**config.mk**
```make
export PLATFORM = sky130hd
export DESIGN_NAME = fetch_seq
export DESIGN_NICKNAME = d
export VERILOG_FILES = /design/src/rtl/fetch_pkg.sv /design/src/rtl/fetch_seq.sv
export SDC_FILE = /design/constraint.sdc
export NUM_CORES = 1
export LEC_CHECK = 0
export ABC_AREA = 1
export CORE_MARGIN = 2
export CORE_UTILIZATION = 41
export CTS_BUF_LIST = sky130_fd_sc_hd__clkbuf_8 sky130_fd_sc_hd__clkbuf_16
export CTS_CLUSTER_SIZE = 28
export DETAILED_ROUTE_END_ITERATION = 16
export PLACE_DENSITY = 0.7
export SLEW_MARGIN = 25
export SYNTH_ARGS = -nofsm -noshare
export SYNTH_HDL_FRONTEND = slang
export SYNTH_SLANG_ARGS = --single-unit
```
**constraint.sdc**
```tcl
create_clock -name clk -period 1.58 [get_ports clk]
set_clock_uncertainty 0.1 [all_clocks]
set_input_delay 0.237 -clock clk [delete_from_list [all_inputs] [get_ports clk]]
set_output_delay 0.237 -clock clk [all_outputs]
set_load 0.1 [all_outputs]
```
**src/rtl/fetch_pkg.sv**
```systemverilog
// Shared types and constants for the instruction-fetch sequencer.
package fetch_pkg;

    // Fetch FSM states. The encodings are fixed so that state dumps stay readable.
    typedef enum logic [1:0] {
        IDLE = 2'd0,
        REQ  = 2'd1,
        WAIT = 2'd2,
        HOLD = 2'd3
    } fetch_state_t;

    // Size of one instruction word, used for the sequential PC step.
    localparam logic [31:0] INSTR_BYTES = 32'd4;

    // A PC is word aligned when it has no bits set outside this mask.
    localparam logic [31:0] ALIGN_MASK  = 32'hFFFF_FFFC;

endpackage

```
**src/rtl/fetch_seq.sv**
```systemverilog
// Instruction-fetch sequencer. It owns the PC and issues one outstanding
// request at a time to instruction memory. Each returned word is presented
// to decode with a valid/ready handshake. Execute-stage redirects replace the
// PC, discard any stale response and pulse flush (and misalign for an
// unaligned target, which is sent to TRAP_VEC instead).
module fetch_seq
    import fetch_pkg::*;
#(
    parameter logic [31:0] RESET_VEC = 32'h0000_0000,
    parameter logic [31:0] TRAP_VEC  = 32'h0000_0100
) (
    input  logic        clk,
    input  logic        rst,
    output logic        imem_req,
    output logic [31:0] imem_addr,
    input  logic        imem_gnt,
    input  logic        imem_rvalid,
    input  logic [31:0] imem_rdata,
    output logic        instr_valid,
    output logic [31:0] instr,
    output logic [31:0] instr_pc,
    input  logic        instr_ready,
    input  logic        redirect,
    input  logic [31:0] redirect_pc,
    output logic        flush,
    output logic        misalign
);

    fetch_state_t state_q, state_d;
    logic [31:0]  pc_q, pc_d;
    logic [31:0]  pc_inflight_q, pc_inflight_d;
    logic         kill_q, kill_d;
    logic         capture;
    logic         misaligned;
    logic [31:0]  redirect_target;

    // Next-state, next-PC and memory request decode. A redirect is applied
    // last so that it overrides whatever the normal transition chose.
    always_comb begin
        // NOTE: every signal written here gets a default first, so no path
        // leaves one unassigned and no latch is inferred.
        state_d         = state_q;
        pc_d            = pc_q;
        pc_inflight_d   = pc_inflight_q;
        kill_d          = kill_q;
        capture         = 1'b0;
        misaligned      = |(redirect_pc & ~ALIGN_MASK);
        redirect_target = misaligned ? TRAP_VEC : redirect_pc;
        imem_req        = (state_q == REQ);
        imem_addr       = (state_q == REQ) ? pc_q : 32'h0;

        case (state_q)
            IDLE: state_d = REQ;
            REQ: begin
                if (imem_gnt) begin
                    state_d       = WAIT;
                    pc_inflight_d = pc_q;
                end
            end
            WAIT: begin
                if (imem_rvalid) begin
                    if (kill_q) begin
                        // This is the response of a fetch that a redirect made
                        // stale: drop it and fetch from the new PC.
                        kill_d  = 1'b0;
                        state_d = REQ;
                    end else begin
                        capture = 1'b1;
                        pc_d    = pc_q + INSTR_BYTES;
                        state_d = HOLD;
                    end
                end
            end
            HOLD: begin
                if (instr_ready) state_d = REQ;
            end
            default: state_d = IDLE;
        endcase

        if (redirect) begin
            pc_d    = redirect_target;
            capture = 1'b0;
            case (state_q)
                IDLE: state_d = REQ;
                REQ: begin
                    // A request granted this cycle is already in flight, so
                    // its response must be discarded later.
                    if (imem_gnt) begin
                        state_d = WAIT;
                        kill_d  = 1'b1;
                    end else begin
                        state_d = REQ;
                    end
                end
                WAIT: begin
                    if (imem_rvalid) begin
                        state_d = REQ;
                        kill_d  = 1'b0;
                    end else begin
                        state_d = WAIT;
                        kill_d  = 1'b1;
                    end
                end
                HOLD:    state_d = REQ;
                default: state_d = IDLE;
            endcase
        end
    end

    // FSM, PC, capture registers and the registered pulse outputs.
    always_ff @(posedge clk) begin
        // NOTE: state is updated with non-blocking assignments so every
        // register samples the values from before this edge.
        if (rst) begin
            state_q       <= IDLE;
            pc_q          <= RESET_VEC;
            pc_inflight_q <= 32'h0;
            kill_q        <= 1'b0;
            instr         <= 32'h0;
            instr_pc      <= 32'h0;
            instr_valid   <= 1'b0;
            flush         <= 1'b0;
            misalign      <= 1'b0;
        end else begin
            state_q       <= state_d;
            pc_q          <= pc_d;
            pc_inflight_q <= pc_inflight_d;
            kill_q        <= kill_d;
            instr_valid   <= (state_d == HOLD);
            flush         <= redirect;
            misalign      <= redirect & misaligned;
            if (capture) begin
                instr    <= imem_rdata;
                instr_pc <= pc_inflight_q;
            end
        end
    end

endmodule
```
# ---- After elaboration in Yosys (flattened, before gate mapping)
# Cells that the tools add are included.
dict set report totals {
  wordCells 48
  inputBits 70
  output_inout_bits 100
  ff_bits 134
}
dict set report op_classes {
  n_reduce_logical 7
  n_mux 25
  add_sub_neg 1
  n_eq_ne 5
  bitwise 1
}
# op n
set op_table {}
lappend op_table {{$mux 32} 6}
lappend op_table {{$add 32x3->32 const B} 1}
lappend op_table {{$mux 2} 7}
lappend op_table {{$mux 1} 9}
lappend op_table {{$pmux 2 s4} 1}
lappend op_table {{$eq 2x2->1 const B} 3}
lappend op_table {{$pmux 2 s3} 1}
lappend op_table {{$reduce_bool 2->1} 2}
lappend op_table {{$reduce_or 2->1} 2}
lappend op_table {{$reduce_and 3->1} 1}
lappend op_table {{$eq 2x1->1 const B} 1}
lappend op_table {{$logic_not 2->1} 1}
lappend op_table {{$ne 2x2->1 const B} 1}
lappend op_table {{$pmux 1 s2} 1}
lappend op_table {{$reduce_and 2->1} 1}
lappend op_table {{$and 1x1->1} 1}

# ---- Depth between registers and ports, before layout
# Gate-level depths: netlist of the first run.
dict set report depth {
  ltp_word 5
  mapped_depth 11
  mapped_depth_nobuf 10
}

# ---- Least setup slack after synthesis of the first run
# Ideal clock, no wire load.
dict set report synth_path {
  path_type {register to output}
  startpoint {register state_q[1]}
  endpoint {output port imem_addr[10]}
  required_ns 1.243
  n_path_buf 2
  arrival_ns 2.474
  stages_incl_launch_ff 7
  setup_slack_ns -1.231
  cell_sequence {dfxtp_1 > inv_1 > ha_1 > buf_2 > clkbuf_1 > nand2_1 > inv_1}
}
dict set report synth_between {
  elab_chain_len 2
}
# element line
set synth_rtl {}
lappend synth_rtl {{from (decl)} fetch_seq.sv:29} ;# fetch_state_t state_q, state_d;
lappend synth_rtl {{from (signal assigned)} fetch_seq.sv:125} ;# state_q <= state_d;
lappend synth_rtl {{$eq 2x1->1} --}
lappend synth_rtl {{net imem_req} fetch_seq.sv:14} ;# output logic imem_req,
lappend synth_rtl {{$mux 32} fetch_seq.sv:50} ;# imem_addr = (state_q == REQ) ? pc_q : 32'h0;
lappend synth_rtl {{to (decl)} fetch_seq.sv:15} ;# output logic [31:0] imem_addr,
# The timed path passes the listed nets, and every way through them passes these cells.

# ---- Worst setup path in the final report of the first run
dict set report layout_path {
  startpoint {register state_q[1]}
  endpoint {output port imem_addr[14]}
}
dict set report layout_between {
  elab_chain_len 2
}
# element line
set layout_rtl {}
lappend layout_rtl {{$eq 2x1->1} fetch_seq.sv:50}
lappend layout_rtl {{$mux 32} fetch_seq.sv:50}
# No other way between the ends.

==> results_dict.tcl, run 1 <==
set metrics [dict create \
    synth_area_per_cell_um2 6.76 \
    setup.worst_path.end_class "primary output" \
    regArea_um2 2690 \
    synth_xor_area_share_pct 0.426 \
    maxCapViolations 0 \
    area_delta_synth_final_pct 95.8 \
    fillers 796 \
    place_congestion 0.915 \
    cts_sinks 134 \
    ys_warn_count 0 \
    final-setup-viol-count 163 \
    htreeDepth 4 \
    grt_pass1_vias 6832 \
    synth_cell_type_count 31 \
    fmax_mhz 501 \
    synthAdderAreaFrac_pct 1.42 \
    ys_seq_area_share_pct 43.5 \
    grt_max_degree 45 \
    drtIter0Drc 478 \
    grtUsageTotal_pct 27.0 \
    yosys.area_share.simple_pct 29.2 \
    synth_area_leaders "dfxtp_1 (43%), nor2_1 (13%), nand2_1 (11%)" \
    grt_overflow 0 \
    fin_setup_tns_ns -34.12 \
    die_area_um2 16100 \
    diodes 0 \
    synthesis.area_um2 6170 \
    power.static_leakage_nw 5.03 \
    portBuffers 169 \
    period_share_pct 126 \
    dp_hpwl_um 13400 \
    yosys.area.top_type_share_pct 43.5 \
    finalHoldViolCount 0 \
    yosys.area.top_type "dfxtp_1" \
    postSynthCellCount 913 \
    core_um2 14600 \
    powerDensity_nw_per_um2 836 \
    ant_nets 0 \
    arrival_ns 1.66 \
    die_x_um 127 \
    final-instance-count-excl-fill 1365 \
    start_kind "flip-flop" \
    vias_per_cell 5.34 \
    period_minus_slack_ns 2.00 \
    synth_top_family_by_area "simple AND/OR/NAND/NOR gates" \
    synth-compound-area-share_pct 15.8 \
    drv_slew 0 \
    syn_nets 990 \
    rsz0062_at_grt "yes" \
    antenna_found_initial 0 \
    fp.dieH_um 127 \
    yosys_register_bits 134 \
    grt_pass1_wl_um 34700 \
    drive_gt1_share_pct 41.0 \
    hold_class "in -> reg" \
    drt-wirelength-per-cell_um 18.1 \
    first_pass_iters 5 \
    vias 7287 \
    maxSlewHeadroom_pct 67.8 \
    fin_nets 1246 \
    holdBufCountCts 0 \
    clk_pin_slew_ns 0.06 \
    p_total_mw 10.1 \
    drc 0 \
    drt_wl_total_um 24800 \
    row_count 44 \
    place_ws_ns -0.230 \
    cts-root-buf "clkbuf_16" \
    worst_slew_pin_slew_ns 0.483 \
    placedCellCount 1284 \
    cp.required_ns 1.24 \
    path_max_fanout 7 \
    synthMuxAreaShare_pct 0 \
    clk_path_buf_depth 2 \
    cts_tree "built" \
    status "finished, violations left" \
    vdd_ir_drop_max_mv 0.885 \
    cts_made_buffers 17 \
    boundaryPins 170 \
    fin_ws_ns -0.416 \
    critPathKind "reg -> out" \
    start_util_pct 42.1 \
    clock_latency_ns 0.42 \
    failed_checks "setup timing" \
    multi_input_area_um2 3770 \
]
## path summary, 6_finish.rpt
check	start	end	slack (ns)	cells past startpoint
min reg2reg	pc_q[0]	pc_q[0]	0.39	2
max	state_q[1]	imem_addr[14]	-0.42	7
min	redirect_pc[2]	pc_q[2]	0.27	3
max reg2reg	state_q[1]	instr_pc[8]	-0.30	10
## cell usage after synthesis (all sizes together)
| cell type | n |
|---|---|
| nand4 | 2 |
| ha | 7 |
| a311oi | 1 |
| clkinv | 1 |
| nand2 | 184 |
| nand3b | 2 |
| o21ai | 113 |
| nand3 | 34 |
| clkbuf | 28 |
| nor2 | 214 |
| a211oi | 27 |
| o211ai | 1 |
| a31oi | 9 |
| buf | 23 |
| o22ai | 1 |
| xor2 | 3 |
| nor3 | 4 |
| dfxtp | 134 |
| inv | 99 |
| a21oi | 25 |
| and2 | 1 |
## cell usage in the layout (no fill, tap or decap), types with 5 or more instances in the layout
| cell type | n |
|---|---|
| buf_8 | 9 |
| nand2_1 | 143 |
| a211oi_1 | 6 |
| inv_1 | 61 |
| clkinv_2 | 5 |
| nor2_4 | 23 |
| a211oi_2 | 21 |
| a21oi_1 | 11 |
| clkbuf_16 | 24 |
| nand2_4 | 22 |
| buf_6 | 18 |
| nor2_1 | 145 |
| nand3_1 | 33 |
| nand2_2 | 16 |
| o21ai_0 | 48 |
| clkdlybuf4s50_1 | 69 |
| buf_12 | 117 |
| clkinvlp_4 | 32 |
| dfxtp_1 | 130 |
| a21oi_2 | 14 |
| o21ai_1 | 28 |
| buf_4 | 54 |
| o21ai_2 | 34 |
| nor2_2 | 46 |
| a31oi_1 | 7 |
| buf_16 | 12 |
## metal layers
layer	routed length, um	share of wire (%)	vias up	global-route usage, %
met3	1630	6.6	86	4.85
met1	9610	39	3415	33.6
met2	12500	51	358	46.1
met4	1000	4.1	0	11.8
met5	0	0	-	0
li1	-	-	3428	-
## area by class of cell
class                   count  share of cell area, %
repair inverters            1                  0.135
clock buffers              20                   3.86
flip-flops and latches    134                   22.3
well taps                 184                   1.91
multi-input cells         629                   31.2
repair buffers            286                   35.4
inverters                 100                   4.29
clock inverters            11                  0.891
## state kept, by name, indices dropped and copies added (netlist names)
name / count
instr_pc: 32
instr: 32
pc_q: 32
instr_valid: 1
kill_q: 1
flush: 1
state_q: 2
misalign: 1
pc_inflight_q: 32
## logic make-up (layout without fill, tap and decap cells)
family	count (synthesis)	in the layout
AO/OA/AOI/OAI	177	177
XOR/XNOR	3	3
adder cells (fa/ha/maj)	7	7
buffers and inverters	151	418
flip-flops	134	134
AND/OR/NAND/NOR	441	442
## where the power goes
part | leakage [nW] | switching (mW) | internal, mW
clock | 0.298 | 1.48 | 2.41
combinational | 3.64 | 1.42 | 1.07
sequential | 1.09 | 0.178 | 3.54
## metrics by stage
step	hold slack [ns]	cell area (um^2)	util, %
2_1_floorplan	0.272	6510	-
5_1_grt	0.289	12100	82.5
6_report	0.273	12100	82.5
3_3_place_gp	0.345	9730	66.4
4_1_cts	0.273	11300	77.4
3_5_place_dp	0.358	9730	66.4
## repair_timing
item                                    CTS  global route
pin swaps                                33            31
gates cloned                             14            11
hold endpoints to repair                  0             0
endpoints found under the setup margin   57           162
gates resized for setup                 189           144
buffers inserted                         25             4
## critical path, stage by stage (launching register included)
cell,delay [ns]
dfxtp_4,0.37
inv_4,0.04
ha_4,0.20
buf_12,0.14
buf_16,0.15
nand2_4,0.07
clkinvlp_4,0.09
buf_12,0.17
Power figures use the tool's default switching activity.
==> run 2, diff against run 1 <==
--- a/config.mk
+++ b/config.mk
@@ -6,7 +6,6 @@
 export NUM_CORES = 1
 export LEC_CHECK = 0
 export ABC_AREA = 1
-export CORE_MARGIN = 2
 export CORE_UTILIZATION = 41
 export CTS_BUF_LIST = sky130_fd_sc_hd__clkbuf_8 sky130_fd_sc_hd__clkbuf_16
 export CTS_CLUSTER_SIZE = 28
==> run 2 against run 1 <==
Sequential cell count stayed put. The flow still finishes with violations (setup timing). Non-clock buffer count is 8 higher. Die area is 3.1% lower. Wire length is 5.2% higher. Worst setup slack better by 0.014 ns. Largest cell class unchanged. Combinational power is 3% lower. Final cell count is 0.66% higher.
==> results_dict.tcl, run 2 (synthesized netlist as in run 1, its figures left out) <==
set metrics [dict create \
    status "finished, violations left" \
    failed_checks "setup timing" \
    grt_overflow 0 \
    die_area_um2 15500 \
    fin_ws_ns -0.402 \
    cts_tree "built" \
    cpPeakStageDelay_ns 0.33 \
    area_delta_synth_final_pct 100 \
    drt_wl_total_um 26000 \
    fin_setup_tns_ns -39.71 \
    power.static_leakage_nw 4.98 \
    portBuffers 169 \
    path_max_fanout 8 \
    fillers 740 \
    period_minus_slack_ns 1.98 \
    final-instance-count-excl-fill 1374 \
    grtUsageTotal_pct 28.4 \
    crit_top_cell "buf_12" \
    drt-wirelength-per-cell_um 19.0 \
    vias 7464 \
    final_cell_mix "nand2_1 (132), dfxtp_1 (132), nor2_1 (131)" \
    ant_nets 0 \
    fin_nets 1254 \
    row_count 44 \
    drtIter0Drc 711 \
    clk_path_buf_depth 2 \
    cp.required_ns 1.24 \
    final_area_um2 12400 \
    placedCellCount 1283 \
    core_um2 14600 \
    first_pass_iters 8 \
    diodes 0 \
    drv_slew 0 \
    maxSlewHeadroom_pct 70.1 \
    dp_hpwl_um 13200 \
    clk_pin_slew_ns 0.06 \
    grt_pass1_vias 6840 \
    worst_slew_pin_slew_ns 0.445 \
    start_util_pct 42.3 \
    arrival_ns 1.65 \
    crit_family "buffers and inverters" \
    maxCapViolations 0 \
    vias_per_cell 5.43 \
    placed_area_um2 9730 \
    rsz0062_at_grt "yes" \
    clock_latency_ns 0.43 \
    period_share_pct 125 \
    hold_slack_ns 0.262 \
    p_total_mw 10.0 \
    critPathKind "reg -> out" \
    fmax_mhz 505 \
    antenna_found_initial 0 \
    boundaryPins 170 \
    finalHoldViolCount 0 \
    critPathSlowestCell "dfxtp_2" \
    place_ws_ns -0.219 \
    fin_util_pct 84.8 \
    cp.buffers_inverters 4 \
    cts_sinks 134 \
    cts-root-buf "clkbuf_16" \
    die_x_um 125 \
    grt_pass1_wl_um 35200 \
    worstPathCellList "buf_6 > ha_4 > buf_12 > nand2_4 > clkinvlp_4 > buf_12" \
    place_congestion 0.932 \
    setup.worst_path.end_class "primary output" \
    drive_gt1_share_pct 42.0 \
    drc 0 \
    powerDensity_nw_per_um2 810 \
    start_kind "flip-flop" \
    fp.dieH_um 125 \
    cts_made_buffers 17 \
    hold_class "in -> reg" \
    grt_max_degree 68 \
    final-setup-viol-count 163 \
    htreeDepth 4 \
    vdd_ir_drop_max_mv 1.03 \
]
run 2: cell count changes in the layout (fill, tap and decap cells not counted), moves of 6 or more:
| cell | change |
|---|---|
| a211oi_1 | +18 |
| a211oi_2 | -18 |
| buf_12 | +8 |
| buf_4 | +6 |
| inv_1 | -6 |
| nand2_1 | -11 |
| nand2_2 | +13 |
| nor2_1 | -14 |
| nor2_2 | -25 |
| nor2_4 | +39 |
| o21ai_0 | -15 |
| o21ai_1 | +13 |
run 2: layer usage:
layer / vias up / GRT usage, % / wire length, um
met1: 3533 / 35.4 / 9870
met3: 95 / 4.90 / 1800
met5: - / 0 / 0
met4: 0 / 12.0 / 1270
li1: 3448 / - / -
met2: 388 / 48.2 / 13100
run 2: cell type report:
class / count / area, um^2 / share of cell area (%)
Inverter: 100 / 534 / 4.32
Sequential cell: 134 / 2690 / 21.7
Clock buffer: 20 / 467 / 3.77
Timing Repair Buffer: 294 / 4400 / 35.6
Timing Repair inverter: 1 / 11.3 / 0.0911
Clock inverter: 12 / 104 / 0.840
Multi-Input combinational cell: 629 / 3940 / 31.8
Tap cell: 184 / 230 / 1.86
run 2: power by group:
group	total (mW)	switching (mW)	internal (mW)
Sequential	3.73	0.186	3.54
Clock	3.87	1.59	2.28
Combinational	2.42	1.40	1.03
Total	10.0	3.17	6.85
run 2: path summary, 6_finish.rpt:
kind / start / to / slack [ns] / cells after the start
max: state_q[0] / imem_addr[20] / -0.40 / 6
max reg2reg: state_q[0] / pc_q[8] / -0.34 / 12
min: redirect_pc[2] / pc_q[2] / 0.26 / 3
min reg2reg: pc_q[1] / pc_q[1] / 0.39 / 2
run 2: worst reg2reg max path, stage by stage, from the launching register on:
cell and delay (ns):
dfxtp_2 0.33, buf_4 0.11, inv_4 0.04, buf_6 0.11, buf_6 0.11, ha_4 0.16
nand3b_1 0.13, buf_6 0.17, nand2_8 0.10, buf_6 0.16, buf_8 0.13, o21ai_1 0.11
a21oi_1 0.05
run 2: what timing repair did:
item | CTS | global route
resized for setup | 175 | 212
endpoints found under the setup margin | 87 | 163
gates cloned | 17 | 14
hold buffers | 0 | 0
pin swaps | 38 | 44
setup buffers | 26 | 12
==> RTL change: new RTL, config.mk and constraints of run 1 <==
Reset style: asynchronous (`rst`), changed in one clocked block.
--- a/src/rtl/fetch_seq.sv
+++ b/src/rtl/fetch_seq.sv
@@ -108,7 +108,7 @@
     end
 
     // FSM, PC, capture registers and the registered pulse outputs.
-    always_ff @(posedge clk) begin
+    always_ff @(posedge clk or posedge rst) begin
         // NOTE: state is updated with non-blocking assignments so every
         // register samples the values from before this edge.
         if (rst) begin
Check against the original RTL: differs if rst is asserted again (counterexample within 4 cycles, from zero or initial values and one cycle with rst high); with rst held inactive, the same outputs for 4 cycles.
==> RTL change against run 1 <==
The flow still finishes with violations (setup timing). Wire length shrank 4.1%. Worst setup slack worse by 0.11 ns. Synthesized area up 5.3%. Sequential share of layout area grew 5.0 points. Sequential cell count unchanged. Synthesized cell count fell by 17%. Global-route usage up 0.59 points. Cell area up 1.8%. Largest cell class unchanged.
Power is not compared: it rests on default switching activity, and its combinational part moved more than twofold at a synthesized area within 25%.
==> RTL change: results (changes against run 1) <==
| Metric | Value |
|---|---|
| CP Capture Point | imem_addr[0] |
| Commonest cells in the netlist | nand2_1, dfrtp_1, inv_1 |
| Critical-path top delay cell | dfrtp_1 |
| Met3 WL post-DR | 1887 um (+16%) |
| Slew @ Worst Pin | 0.5585 ns (+0.07564 ns) |
| Tot GR Track Use | 0.2761 (+0.005889) |
| Worst reg-to-reg path cell count | 11 (+1) |
| Hold path start | redirect_pc[9] |
| CP max stage delay | 0.40 ns (+0.03 ns) |
| Sequential power share | 0.218 |
| Outcome | finished with violations |
| Non-clk invs | 100 (-0.99%) |
| Reg2reg start | state_q[0]$_DFF_PP0_ |
| Crit-path max FO | 5 (-2) |
| Multi-input gate area | 3326 um^2 (-12%) |
| FFs w/ async S/R, synth | 1.000 (+1.000) |
| Gpl congestion | 0.8790 (-3.9%) |
| Clock network area share | 0.04698 (-0.0005505) |
| Reg2reg end | instr_pc[28]$_DFFE_PP0P_ |
| Flop2flop setup slack | -0.44 ns (-0.14 ns) |
| Seq/Total Area, Yosys | 0.5160 (+0.08136) |
| Post-CTS Hold Fix Bufs | 1 (+1) |
| Share of layout cells above drive strength 1 | 0.4567 (+0.04686) |
| Drt initial violations | 670 (+40%) |
| M1 WL | 8886 um (-7.5%) |
| Syn nets | 831 (-16%) |
| Routed wire per std cell | 18.58 um (+2.5%) |
| Worst hold slack | 0.3075 ns (+0.03447 ns) |
| Unique cell type count in the Yosys netlist | 30 (-3.2%) |
| Fillers | 915 (+15%) |
| Setup Fix Bufs, Post-CTS | 31 (+24%) |
| Violated checks | setup timing |
| Reg area | 3353 um^2 (+25%) |
| Synth top area cells | dfrtp_1, nand2_1, mux2_2, inv_1, o21ai_0 |
| Dpl ws | -0.2534 ns (-0.02341 ns) |
| Number of global-route vias before repair | 6,641 (-2.8%) |
| Final WS setup | -0.5286 ns (-0.1130 ns) |
| Largest net degree at the start of global routing | 63 (+40%) |
| Net switching power | ~0.012 W |
| Crit path from | state_q[1]$_DFF_PP0_ |
| Global-route wire length before repair | 35,490 um (+2.2%) |
| Max VDD drop | 0.001942 V |
| Endpoints failing setup | 163 (unchanged) |
| First-pass DRT Iterations | 7 (+2) |
| WP data arrival | 1.77 ns (+0.11 ns) |
| Hpwl dp | 13,900 um (+3.6%) |
| Multi-input gates | 494 (-21%) |
| Post-cts sizing count | 111 (-41%) |
| Mean number of vias per cell | 5.292 (-0.87%) |
-- RTL change: logic make-up (layout without fill, tap and decap cells) --
kind of cell	count (synthesis)	count (layout)	synth area share
buffers and inverters	128	434	0.07952
AOI/OAI and AO/OA	90	90	0.07605
adders and majority gates	7	7	0.01348
muxes	58	58	0.1005
xor gates and xnor gates	2	2	0.002696
and+or+nand+nor	335	337	0.2118
DFF	134	134	0.5160
-- RTL change: stage by stage --
stage          TNS (ns)  std cells  area (um^2)
6_report         -59.42       1278        12300
3_5_place_dp     -22.66       1193        10500
5_1_grt          -66.92       1278        12300
3_3_place_gp     -19.60       1193        10500
4_1_cts          -32.59       1267        11970
2_1_floorplan    -76.85        754         7015
-- RTL change: metal layers --
metal  global-route usage  up-vias
met5                    0        -
met4               0.1176        0
met3              0.05125      120
met2               0.4672      440
met1               0.3487     3223
li1                     -     2980
